<file path="src/rtl/framebuffer_write_scheduler_pkg.sv">
// Shared types for the framebuffer write scheduler: FSM states and the queued pixel write.
package framebuffer_write_scheduler_pkg;

    // Datapath widths are fixed by the pixel BRAM port.
    localparam int ADDR_BITS  = 18;
    localparam int COLOR_BITS = 16;

    typedef enum logic [1:0] {IDLE, CLEAR, STREAM, DONE} FbState;

    typedef struct packed {
        logic [ADDR_BITS-1:0]  addr;
        logic [COLOR_BITS-1:0] data;
    } PixelWrite;

    function automatic bit is_pow2(input int unsigned v);
        return (v != 0) && ((v & (v - 1)) == 0);
    endfunction

endpackage

</file>
<file path="src/rtl/framebuffer_write_scheduler_if.sv">
// Pixel stream from the raytracing controller into the write scheduler.
interface framebuffer_write_scheduler_if;
    import framebuffer_write_scheduler_pkg::*;

    logic                  pix_valid;
    logic                  pix_ready;
    logic [15:0]           pix_x;
    logic [15:0]           pix_y;
    logic [COLOR_BITS-1:0] pix_data;

    modport master (output pix_valid, pix_x, pix_y, pix_data, input pix_ready);
    modport slave  (input pix_valid, pix_x, pix_y, pix_data, output pix_ready);
endinterface

</file>
<file path="src/rtl/framebuffer_write_scheduler_fifo.sv">
// Small synchronous FIFO of pending pixel writes; flush empties it in one cycle.
module pixel_write_fifo
    import framebuffer_write_scheduler_pkg::*;
#(
    parameter int DEPTH = 4
) (
    input  logic      clk,
    input  logic      rst_n,
    input  logic      flush,
    input  logic      push,
    input  logic      pop,
    input  PixelWrite din,
    output PixelWrite dout,
    output logic      full,
    output logic      empty
);
    localparam int PW = $clog2(DEPTH);

    PixelWrite     mem [DEPTH];
    logic [PW:0]   wr_ptr;
    logic [PW:0]   rd_ptr;
    logic          do_push;
    logic          do_pop;

    // Extra pointer bit distinguishes full from empty.
    assign empty   = (wr_ptr == rd_ptr);
    assign full    = (wr_ptr[PW] != rd_ptr[PW]) && (wr_ptr[PW-1:0] == rd_ptr[PW-1:0]);
    assign do_push = push && !full;
    assign do_pop  = pop && !empty;
    assign dout    = mem[rd_ptr[PW-1:0]];

    always_ff @(posedge clk or negedge rst_n) begin
        if (!rst_n) begin
            wr_ptr <= '0;
            rd_ptr <= '0;
        end else if (flush) begin
            wr_ptr <= '0;
            rd_ptr <= '0;
        end else begin
            if (do_push) wr_ptr <= wr_ptr + (PW+1)'(1);
            if (do_pop)  rd_ptr <= rd_ptr + (PW+1)'(1);
        end
    end

    always_ff @(posedge clk) begin
        if (do_push && !flush) mem[wr_ptr[PW-1:0]] <= din;
    end

endmodule

</file>
<file path="src/rtl/framebuffer_write_scheduler.sv">
// Owns pixel BRAM port A: background clear sweep, then the raytracer pixel stream,
// with frame-completion flag and render cycle/write counters.
module framebuffer_write_scheduler
    import framebuffer_write_scheduler_pkg::*;
#(
    parameter int FRAME_WIDTH   = 512,
    parameter int FRAME_HEIGHT  = 384,
    parameter int SCREEN_WIDTH  = 512,
    parameter int SCREEN_HEIGHT = 384,
    parameter int FIFO_DEPTH    = 4
) (
    input  logic                         clk,
    input  logic                         rst_n,
    input  logic                         clear_start,
    input  logic [COLOR_BITS-1:0]        clear_color,
    framebuffer_write_scheduler_if.slave pix,
    output logic                         bram_we,
    output logic [ADDR_BITS-1:0]         bram_addr,
    output logic [COLOR_BITS-1:0]        bram_din,
    output logic                         clear_busy,
    output logic                         frame_done,
    output logic [63:0]                  cycle_count,
    output logic [31:0]                  write_count
);
    localparam int FB_WORDS = FRAME_WIDTH * FRAME_HEIGHT;
    localparam logic [ADDR_BITS-1:0] LAST_CLEAR = ADDR_BITS'(FB_WORDS - 1);
    localparam logic [ADDR_BITS-1:0] LAST_PIX   =
        ADDR_BITS'(FRAME_WIDTH * (SCREEN_HEIGHT - 1) + SCREEN_WIDTH - 1);

    FbState                state;
    logic [ADDR_BITS-1:0]  clear_addr;
    logic [COLOR_BITS-1:0] color;
    logic                  restart;
    logic                  in_screen;
    logic                  push;
    logic                  pop;
    logic                  fifo_full;
    logic                  fifo_empty;
    logic [ADDR_BITS-1:0]  row_base;
    PixelWrite             fifo_din;
    PixelWrite             fifo_dout;

    // A new frame request mid-sweep is ignored; anywhere else it restarts the frame.
    assign restart   = clear_start && (state != CLEAR);
    assign in_screen = (pix.pix_x < 16'(SCREEN_WIDTH)) && (pix.pix_y < 16'(SCREEN_HEIGHT));
    assign pix.pix_ready = (state != IDLE) && !fifo_full;
    assign push      = pix.pix_valid && pix.pix_ready && in_screen && !restart;
    assign pop       = ((state == STREAM) || (state == DONE)) && !fifo_empty && !restart;

    generate
        if (is_pow2(FRAME_WIDTH)) begin : g_row_shift
            assign row_base = ADDR_BITS'({16'b0, pix.pix_y} << $clog2(FRAME_WIDTH));
        end else begin : g_row_mul
            assign row_base = ADDR_BITS'(32'(pix.pix_y) * 32'(FRAME_WIDTH));
        end
    endgenerate

    assign fifo_din.addr = row_base + ADDR_BITS'(pix.pix_x);
    assign fifo_din.data = pix.pix_data;

    pixel_write_fifo #(.DEPTH(FIFO_DEPTH)) u_fifo (
        .clk   (clk),
        .rst_n (rst_n),
        .flush (restart),
        .push  (push),
        .pop   (pop),
        .din   (fifo_din),
        .dout  (fifo_dout),
        .full  (fifo_full),
        .empty (fifo_empty)
    );

    always_ff @(posedge clk or negedge rst_n) begin
        if (!rst_n) begin
            state       <= IDLE;
            clear_addr  <= '0;
            color       <= '0;
            bram_we     <= 1'b0;
            bram_addr   <= '0;
            bram_din    <= '0;
            clear_busy  <= 1'b0;
            frame_done  <= 1'b0;
            cycle_count <= '0;
            write_count <= '0;
        end else begin
            bram_we    <= 1'b0;
            clear_busy <= 1'b0;
            if ((state != IDLE) && !frame_done && (cycle_count != '1))
                cycle_count <= cycle_count + 64'd1;

            if (restart) begin
                // Address 0 goes out on this edge so the sweep starts one cycle after the request.
                state       <= CLEAR;
                color       <= clear_color;
                clear_addr  <= ADDR_BITS'(1);
                bram_we     <= 1'b1;
                clear_busy  <= 1'b1;
                bram_addr   <= '0;
                bram_din    <= clear_color;
                frame_done  <= 1'b0;
                cycle_count <= '0;
                write_count <= '0;
            end else begin
                case (state)
                    CLEAR: begin
                        bram_we    <= 1'b1;
                        clear_busy <= 1'b1;
                        bram_addr  <= clear_addr;
                        bram_din   <= color;
                        clear_addr <= clear_addr + ADDR_BITS'(1);
                        if (clear_addr == LAST_CLEAR) state <= STREAM;
                    end
                    STREAM, DONE: begin
                        if (pop) begin
                            bram_we     <= 1'b1;
                            bram_addr   <= fifo_dout.addr;
                            bram_din    <= fifo_dout.data;
                            write_count <= write_count + 32'd1;
                            if (fifo_dout.addr == LAST_PIX) begin
                                frame_done <= 1'b1;
                                state      <= DONE;
                            end
                        end
                    end
                    default: ;
                endcase
            end
        end
    end

endmodule
</file>
<file path="src/flat_wrapper.sv">
// flat-port wrapper written by rule: the top's interface ports become plain ports
module framebuffer_write_scheduler_flat import framebuffer_write_scheduler_pkg::*;
#(
    parameter int FRAME_WIDTH   = 512,
    parameter int FRAME_HEIGHT  = 384,
    parameter int SCREEN_WIDTH  = 512,
    parameter int SCREEN_HEIGHT = 384,
    parameter int FIFO_DEPTH    = 4
)
  (clk, rst_n, clear_start, clear_color, bram_we, bram_addr, bram_din, clear_busy, frame_done, cycle_count, write_count, pix_pix_valid, pix_pix_x, pix_pix_y, pix_pix_data, pix_pix_ready);
  framebuffer_write_scheduler_if pix_i ();
  input  logic clk;
  input  logic rst_n;
  input  logic clear_start;
  input  logic [COLOR_BITS-1:0] clear_color;
  output logic bram_we;
  output logic [ADDR_BITS-1:0] bram_addr;
  output logic [COLOR_BITS-1:0] bram_din;
  output logic clear_busy;
  output logic frame_done;
  output logic [63:0] cycle_count;
  output logic [31:0] write_count;
  input wire logic [$bits(pix_i.pix_valid)-1:0] pix_pix_valid;
  input wire logic [$bits(pix_i.pix_x)-1:0] pix_pix_x;
  input wire logic [$bits(pix_i.pix_y)-1:0] pix_pix_y;
  input wire logic [$bits(pix_i.pix_data)-1:0] pix_pix_data;
  output wire logic [$bits(pix_i.pix_ready)-1:0] pix_pix_ready;
  assign pix_i.pix_valid = pix_pix_valid;
  assign pix_i.pix_x = pix_pix_x;
  assign pix_i.pix_y = pix_pix_y;
  assign pix_i.pix_data = pix_pix_data;
  assign pix_pix_ready = pix_i.pix_ready;
  framebuffer_write_scheduler #(.FRAME_WIDTH(FRAME_WIDTH), .FRAME_HEIGHT(FRAME_HEIGHT), .SCREEN_WIDTH(SCREEN_WIDTH), .SCREEN_HEIGHT(SCREEN_HEIGHT), .FIFO_DEPTH(FIFO_DEPTH)) u_core (.clk(clk), .rst_n(rst_n), .clear_start(clear_start), .clear_color(clear_color), .pix(pix_i), .bram_we(bram_we), .bram_addr(bram_addr), .bram_din(bram_din), .clear_busy(clear_busy), .frame_done(frame_done), .cycle_count(cycle_count), .write_count(write_count));
endmodule
</file>
<file path="config.mk">
export PLATFORM = sky130hd
export DESIGN_NAME = framebuffer_write_scheduler_flat
export DESIGN_NICKNAME = d
export VERILOG_FILES = /design/src/rtl/framebuffer_write_scheduler_pkg.sv /design/src/rtl/framebuffer_write_scheduler_if.sv /design/src/rtl/framebuffer_write_scheduler_fifo.sv /design/src/rtl/framebuffer_write_scheduler.sv /design/src/flat_wrapper.sv
export SDC_FILE = /design/constraint.sdc
export NUM_CORES = 1
export LEC_CHECK = 0
export CORE_MARGIN = 4
export CORE_UTILIZATION = 55
export CTS_BUF_LIST = sky130_fd_sc_hd__clkbuf_8 sky130_fd_sc_hd__clkbuf_16
export DETAILED_ROUTE_END_ITERATION = 7
export GPL_TIMING_DRIVEN = 0
export MAX_ROUTING_LAYER = met4
export PLACE_DENSITY = 0.8
export REMOVE_ABC_BUFFERS = 1
export SYNTH_ARGS = -nofsm -noshare
export SYNTH_HDL_FRONTEND = slang
export SYNTH_SLANG_ARGS = --single-unit
</file>
<file path="constraint.sdc">
create_clock -name clk -period 4.2 [get_ports clk]
set_input_delay 1.26 -clock clk [delete_from_list [all_inputs] [get_ports clk]]
set_output_delay 1.26 -clock clk [all_outputs]
set_load 0.03 [all_outputs]
</file>
# == Word-level counts from Yosys, hierarchy flattened ==
# Memory sizes are Yosys's and may differ from the RTL's.
# Cells that the tools add are included.
# totals
ramBits,136
elab_cells,100
ff_bits,175
n_memories,1
input_bits,68
output_inout_bits,134
# classes
n_lt_le_gt_ge,2
muxes,33
n_reduce_logical,33
n_eq_ne,13
n_addsub,6
# memory_table
name,depth,word_bits,read_ports,rd_ports_with_merged_regs,write_ports,line,rtl
u_core.u_fifo.mem,4,34,1,0,1,framebuffer_write_scheduler_fifo.sv:19,PixelWrite mem [DEPTH];
# op_table
op,n
64-bit 2-to-1 mux,2
32-bit 2-to-1 mux,3
18-bit 2-to-1 mux,4
64-bit by 1-bit adder with 64-bit output (second input constant),1
64-bit != test (second input constant),1
18-bit == test (second input constant),2
18-bit one-hot mux with 2 select lines,1
32-bit by 1-bit adder with 32-bit output (second input constant),1
16-bit 2-to-1 mux,2
16-bit one-hot mux with 2 select lines,1
18-bit by 1-bit adder with 18-bit output (second input constant),1
18-bit by 16-bit adder with 18-bit output,1
16-bit by 10-bit less-than comparator with 1-bit output (second input constant),1
16-bit by 9-bit less-than comparator with 1-bit output (second input constant),1
2-bit nonzero test,8
1-bit logical AND,14
3-bit 2-to-1 mux,4
1-bit 2-to-1 mux,10
2-bit 2-to-1 mux,4
3-bit by 1-bit adder with 3-bit output (second input constant),2
3-bit by 1-bit != test with 1-bit output (second input constant),2
2-bit == test (second input constant),2
1-bit zero test,4
2-bit one-hot mux with 2 select lines,1
other kinds (13),14

# == Logic depth before layout (Yosys ltp) ==
# depth
ltp_word,11
depth_mapped,9

# == By module ==
# A second synthesis with hierarchy kept.
# unflattened
hier_cells,1260
area_unflattened_um2,14571.5
# modules_own_cells
module,cells_each,n_inst,area_per_inst_um2
framebuffer_write_scheduler,1012,1,9038.7
pixel_write_fifo,248,1,5532.8

# == Worst setup path before layout ==
# Ideal clock, no wire load.
# synth_path
path_type,input to register
startpoint,in pix_pix_y[14]
endpoint,"mem u_core.u_fifo.mem[3][0] (netlist bit), enable pin"
setup_time_ps,396
required_ps,3804
cell_stages,4
t_arrival_ps,3237
setup_slack_ps,567
cell_sequence,nor4b_1 > nand4_1 > nor4_1 > and2_1
# synth_between
elab_chain_cells,8
# synth_lines
item,line,rtl
from (decl),flat_wrapper.sv:25,input wire logic [$bits(pix_i.pix_y)-1:0] pix_pix_y;
16-bit by 9-bit less-than comparator with 1-bit output,framebuffer_write_scheduler.sv:45,assign in_screen = (pix.pix_x < 16'(SCREEN_WIDTH)) && (pix.pix_y < 16'(SCREEN_HEIGHT));
1-bit logical AND,framebuffer_write_scheduler.sv:45,
1-bit logical AND (2 in a row),framebuffer_write_scheduler.sv:47,assign push = pix.pix_valid && pix.pix_ready && in_screen && !restart;
1-bit logical AND,framebuffer_write_scheduler_fifo.sv:28,assign do_push = push && !full;
1-bit logical AND,framebuffer_write_scheduler_fifo.sv:46,if (do_push && !flush) mem[wr_ptr[PW-1:0]] <= din;
1-bit 2-to-1 mux,framebuffer_write_scheduler_fifo.sv:46,
1-bit 2-to-1 mux (not written as such),framebuffer_write_scheduler_fifo.sv:46,
to (decl),framebuffer_write_scheduler_fifo.sv:19,
# Every way passes these cells.

# == Worst setup path in the final report ==
# layout_path
startpoint,reg u_core.u_fifo.rd_ptr[0]
endpoint,out pix_pix_ready
# layout_between
elab_chain_cells,4
# layout_lines
item,line,rtl
from (decl),framebuffer_write_scheduler_fifo.sv:21,logic [PW:0] rd_ptr;
from (signal assigned),framebuffer_write_scheduler_fifo.sv:41,if (do_pop) rd_ptr <= rd_ptr + (PW+1)'(1);
2-bit == test,framebuffer_write_scheduler_fifo.sv:27,assign full = (wr_ptr[PW] != rd_ptr[PW]) && (wr_ptr[PW-1:0] == rd_ptr[PW-1:0]);
1-bit logical AND,framebuffer_write_scheduler_fifo.sv:27,
1-bit zero test,framebuffer_write_scheduler.sv:46,assign pix.pix_ready = (state != IDLE) && !fifo_full;
1-bit logical AND,framebuffer_write_scheduler.sv:46,
to (decl),flat_wrapper.sv:27,output wire logic [$bits(pix_i.pix_ready)-1:0] pix_pix_ready;
# Every way passes these cells.

==> impl_metrics.yaml <==
outcome:
  outcome: "finished clean"
power_and_ir_drop:
  intPower_uw: 5550
  vdd_ir_drop_max_mv: 0.492
  pwr-share-clk_pct: 37.6
  p_leak_uw: 0.00664
  powerDensity_mw_per_mm2: 428
  p_sw_share_pct: 26.7
  switchingPower_uw: 2020
  total_power_uw: 7570
  combPwrFrac_pct: 14.4
  p_seq_share_pct: 48.0
route:
  post_drt_via_cell_ratio: 6.06
  drc_errors: 0
  vias: 10600
  first_pass_iters: 5
  antenna_left: 0
  routed_wl_um: 34500
  post_drt_wl_per_cell_um: 19.8
  drtIter0Drc: 1027
worst_setup_path:
  crit_arrival_ns: 2.76
  critical_path_class: "register to output pin"
  critical_path.startpoint_type: "register"
  cp_cell_sequence: "xor2_1, o32ai_1, inv_1, clkdlybuf4s50_1"
  worst_ep_required_time_ns: 2.94
  max_stage_delay_ns: 0.70
  cp_max_fo: 13
  end_kind: "output pin"
  slowest_stage: "dfrtp_2"
timing:
  setup_violations: 0
  tightestPinTransition_ns: 1.37
  min_period_over_period_pct: 95.7
  finalClockSkew_ns: 0.0163
  rsz0062_at_grt: "no"
  slew_viol_final: 0
  clock.fmax_mhz: 249
  fin_crit_ns: 4.02
  relSlewSlack_pct: 8.69
  setup_ws_ns: 0.182
  finalHoldViolCount: 0
synth:
  yosys.area_share.simple_pct: 17.3
  synth-seq-cells: 311
  muxShareOfSynthArea_pct: 7.46
  synth_edf_count: 136
  ys.warnings.count: 0
  synth_top_family_by_area: "simple AND/OR/NAND/NOR gates"
  yosysUniqueCellTypes: 60
  synth_xor_area_share_pct: 4.33
  synth-seq-area-share_pct: 59.8
  syn_area_mm2: 0.0142
  syn-instance-count: 1190
  syn_avg_cell_area_um2: 11.9
  yosys_most_used_dff: "dfrtp_1"
  synth_compound_area_share_pct: 7.33
  synthAdderAreaFrac_pct: 1.47
  async_flop_share_pct: 56.3
die:
  rows: 58
  die_x_um: 168
  die_area_mm2: 0.0284
  coreArea_mm2: 0.0253
  start_util_pct: 56.1
  fp.dieH_um: 168
  ios: 202
cts:
  cts_made_buffers: 31
  root_buffer: "clkbuf_16"
  cts_num_sinks: 311
  cts_buffer_depth: 3
  cts_setup_buffers: 0
  clk_pin_slew_worst_paths_ns: 0.06
  cts_tree: "yes"
  clock_latency_ns: 0.56
  cts_max_level: 1
cells_and_area:
  syn_to_final_growth_pct: 25.1
  final_cell_mix: "clkdlybuf4s50_1 (199), dfrtp_1 (172), nand2_1 (161)"
  fin_nets: 1468
  drive_gt1_share_pct: 9.09
  final_common_cell: "clkdlybuf4s50_1"
global_routing:
  overflow: 0
  antenna_found_initial: 4
  grt_start_max_net_pins: 105
  grt_pass1_wl_um: 55600
  grtUsageTotal_pct: 24.9
  grt_pass1_vias: 10500
place:
  hpwl_um: 23200
  gp_congestion: 0.862
  numPortBuffers: 201
  pre_cts_ws_ns: -0.746
min_path:
  hold_class: "register to register"
run:
  maxCapViolCount: 0
## metal layers
metal,wire length [um],track usage [%]
met4,790,7.76
met2,17200,40.0
met1,14000,33.6
met5,0,-
met3,2540,3.08
## synth_stat cells, types with 3 or more instances
| library cell | instances | area, um2 |
|---|---|---|
| o21ai_0 | 48 | 240 |
| and3_1 | 33 | 206 |
| edfxtp_1 | 136 | 4080 |
| xnor2_1 | 44 | 385 |
| o211ai_1 | 20 | 150 |
| nand2_1 | 162 | 608 |
| xor2_1 | 26 | 228 |
| nand2b_1 | 9 | 56.3 |
| inv_1 | 21 | 78.8 |
| or3_1 | 15 | 93.8 |
| nor4_1 | 12 | 75.1 |
| nor2_1 | 95 | 357 |
| nor3_1 | 23 | 115 |
| buf_1 | 4 | 15.0 |
| o31ai_1 | 17 | 128 |
| clkbuf_1 | 37 | 139 |
| and2_1 | 7 | 43.8 |
| and4_1 | 10 | 87.6 |
| a21o_1 | 3 | 22.5 |
| nand4_1 | 41 | 257 |
| a21oi_1 | 63 | 315 |
| nor4_2 | 3 | 37.5 |
| mux4_2 | 34 | 766 |
| buf_2 | 5 | 25.0 |
| or4_1 | 14 | 105 |
| clkbuf_8 | 3 | 41.3 |
| nor4b_1 | 3 | 26.3 |
| dfrtp_1 | 175 | 4380 |
| ha_1 | 15 | 188 |
| nor2b_1 | 4 | 25.0 |
| nand3_1 | 38 | 190 |
| mux2i_1 | 29 | 290 |
## final cells by class
type,count,area [um2]
timing repair buffer,213,2270
fill,1773,7540
antenna,4,10.0
sequential,311,8470
clock inverter,19,194
multi-input combinational,806,5410
inverter,21,78.8
clock buffer,38,872
tap,330,413
## final timing paths
path                                         startpoint                       end  slack (ns)  cells after the start
max in group asynchronous                         rst_n   u_core.u_fifo.rd_ptr[0]        2.61                      2
worst max-delay path            u_core.u_fifo.rd_ptr[0]             pix_pix_ready        0.18                      4
min in group asynchronous                         rst_n    u_core.write_count[11]        0.67                      1
worst min register to register          u_core.color[3]           u_core.color[3]        0.48                      2
worst max register to register          u_core.state[1]  u_core.u_fifo.mem[2][12]        0.82                      5
worst min-delay path                    u_core.color[3]           u_core.color[3]        0.48                      2
## logic make-up (layout without fill, tap and decap cells)
kind of cell,after synthesis,in the layout
muxes,63,63
DFF,311,311
and+or+nand+nor,485,485
AOI/OAI and AO/OA,172,172
other,0,4
xor gates and xnor gates,70,70
buffers and inverters,73,291
adders and majority gates,16,16
## what timing repair did
| action | 4_1_cts | 5_1_grt |
|---|---|---|
| resized for setup | 3 | 1 |
| setup endpoints to repair | 75 | 5 |
| hold buffers | 0 | 0 |
| pin swaps | 0 | 0 |
## power groups by stage
stage	combinational, uW	clock, uW	sequential [uW]
2_1_floorplan	341	0	3870
3_3_place_gp	1030	0	3690
3_5_place_dp	1090	0	3680
4_1_cts	1100	2890	3620
5_1_grt	1170	3020	3660
6_report	1090	2850	3630
## registers in the layout, summed over array words and instances (netlist names)
name                  cells
u_core.u_fifo.mem       136
u_core.cycle_count       64
u_core.write_count       32
u_core.bram_addr         18
u_core.clear_addr        18
u_core.bram_din          16
u_core.color             16
u_core.u_fifo.rd_ptr      3
u_core.u_fifo.wr_ptr      3
u_core.state              2
u_core.bram_we            1
u_core.clear_busy         1
u_core.frame_done         1
## per-stage QoR
step	instance area [um2]	util, %	instances	setup TNS [ns]	hold slack [ns]
after floorplan	13900	-	1138	-531.17	0.446
after global placement	16300	64.7	1669	-2565.87	0.457
after detailed placement	16600	65.8	1681	-80.50	0.463
after CTS	17700	70.0	1738	0	0.478
after global routing	17700	70.1	1742	0	0.497
final	17700	70.1	1742	0	0.477
## worst max-delay path: cells and delay by family (launching register included)
| family | cells | cell delay [ns] |
|---|---|---|
| buf+inv | 2 | 0.71 |
| xor+xnor | 1 | 0.21 |
| flops | 1 | 0.70 |
| compound gates | 1 | 0.58 |
Power figures use the tool's default switching activity.
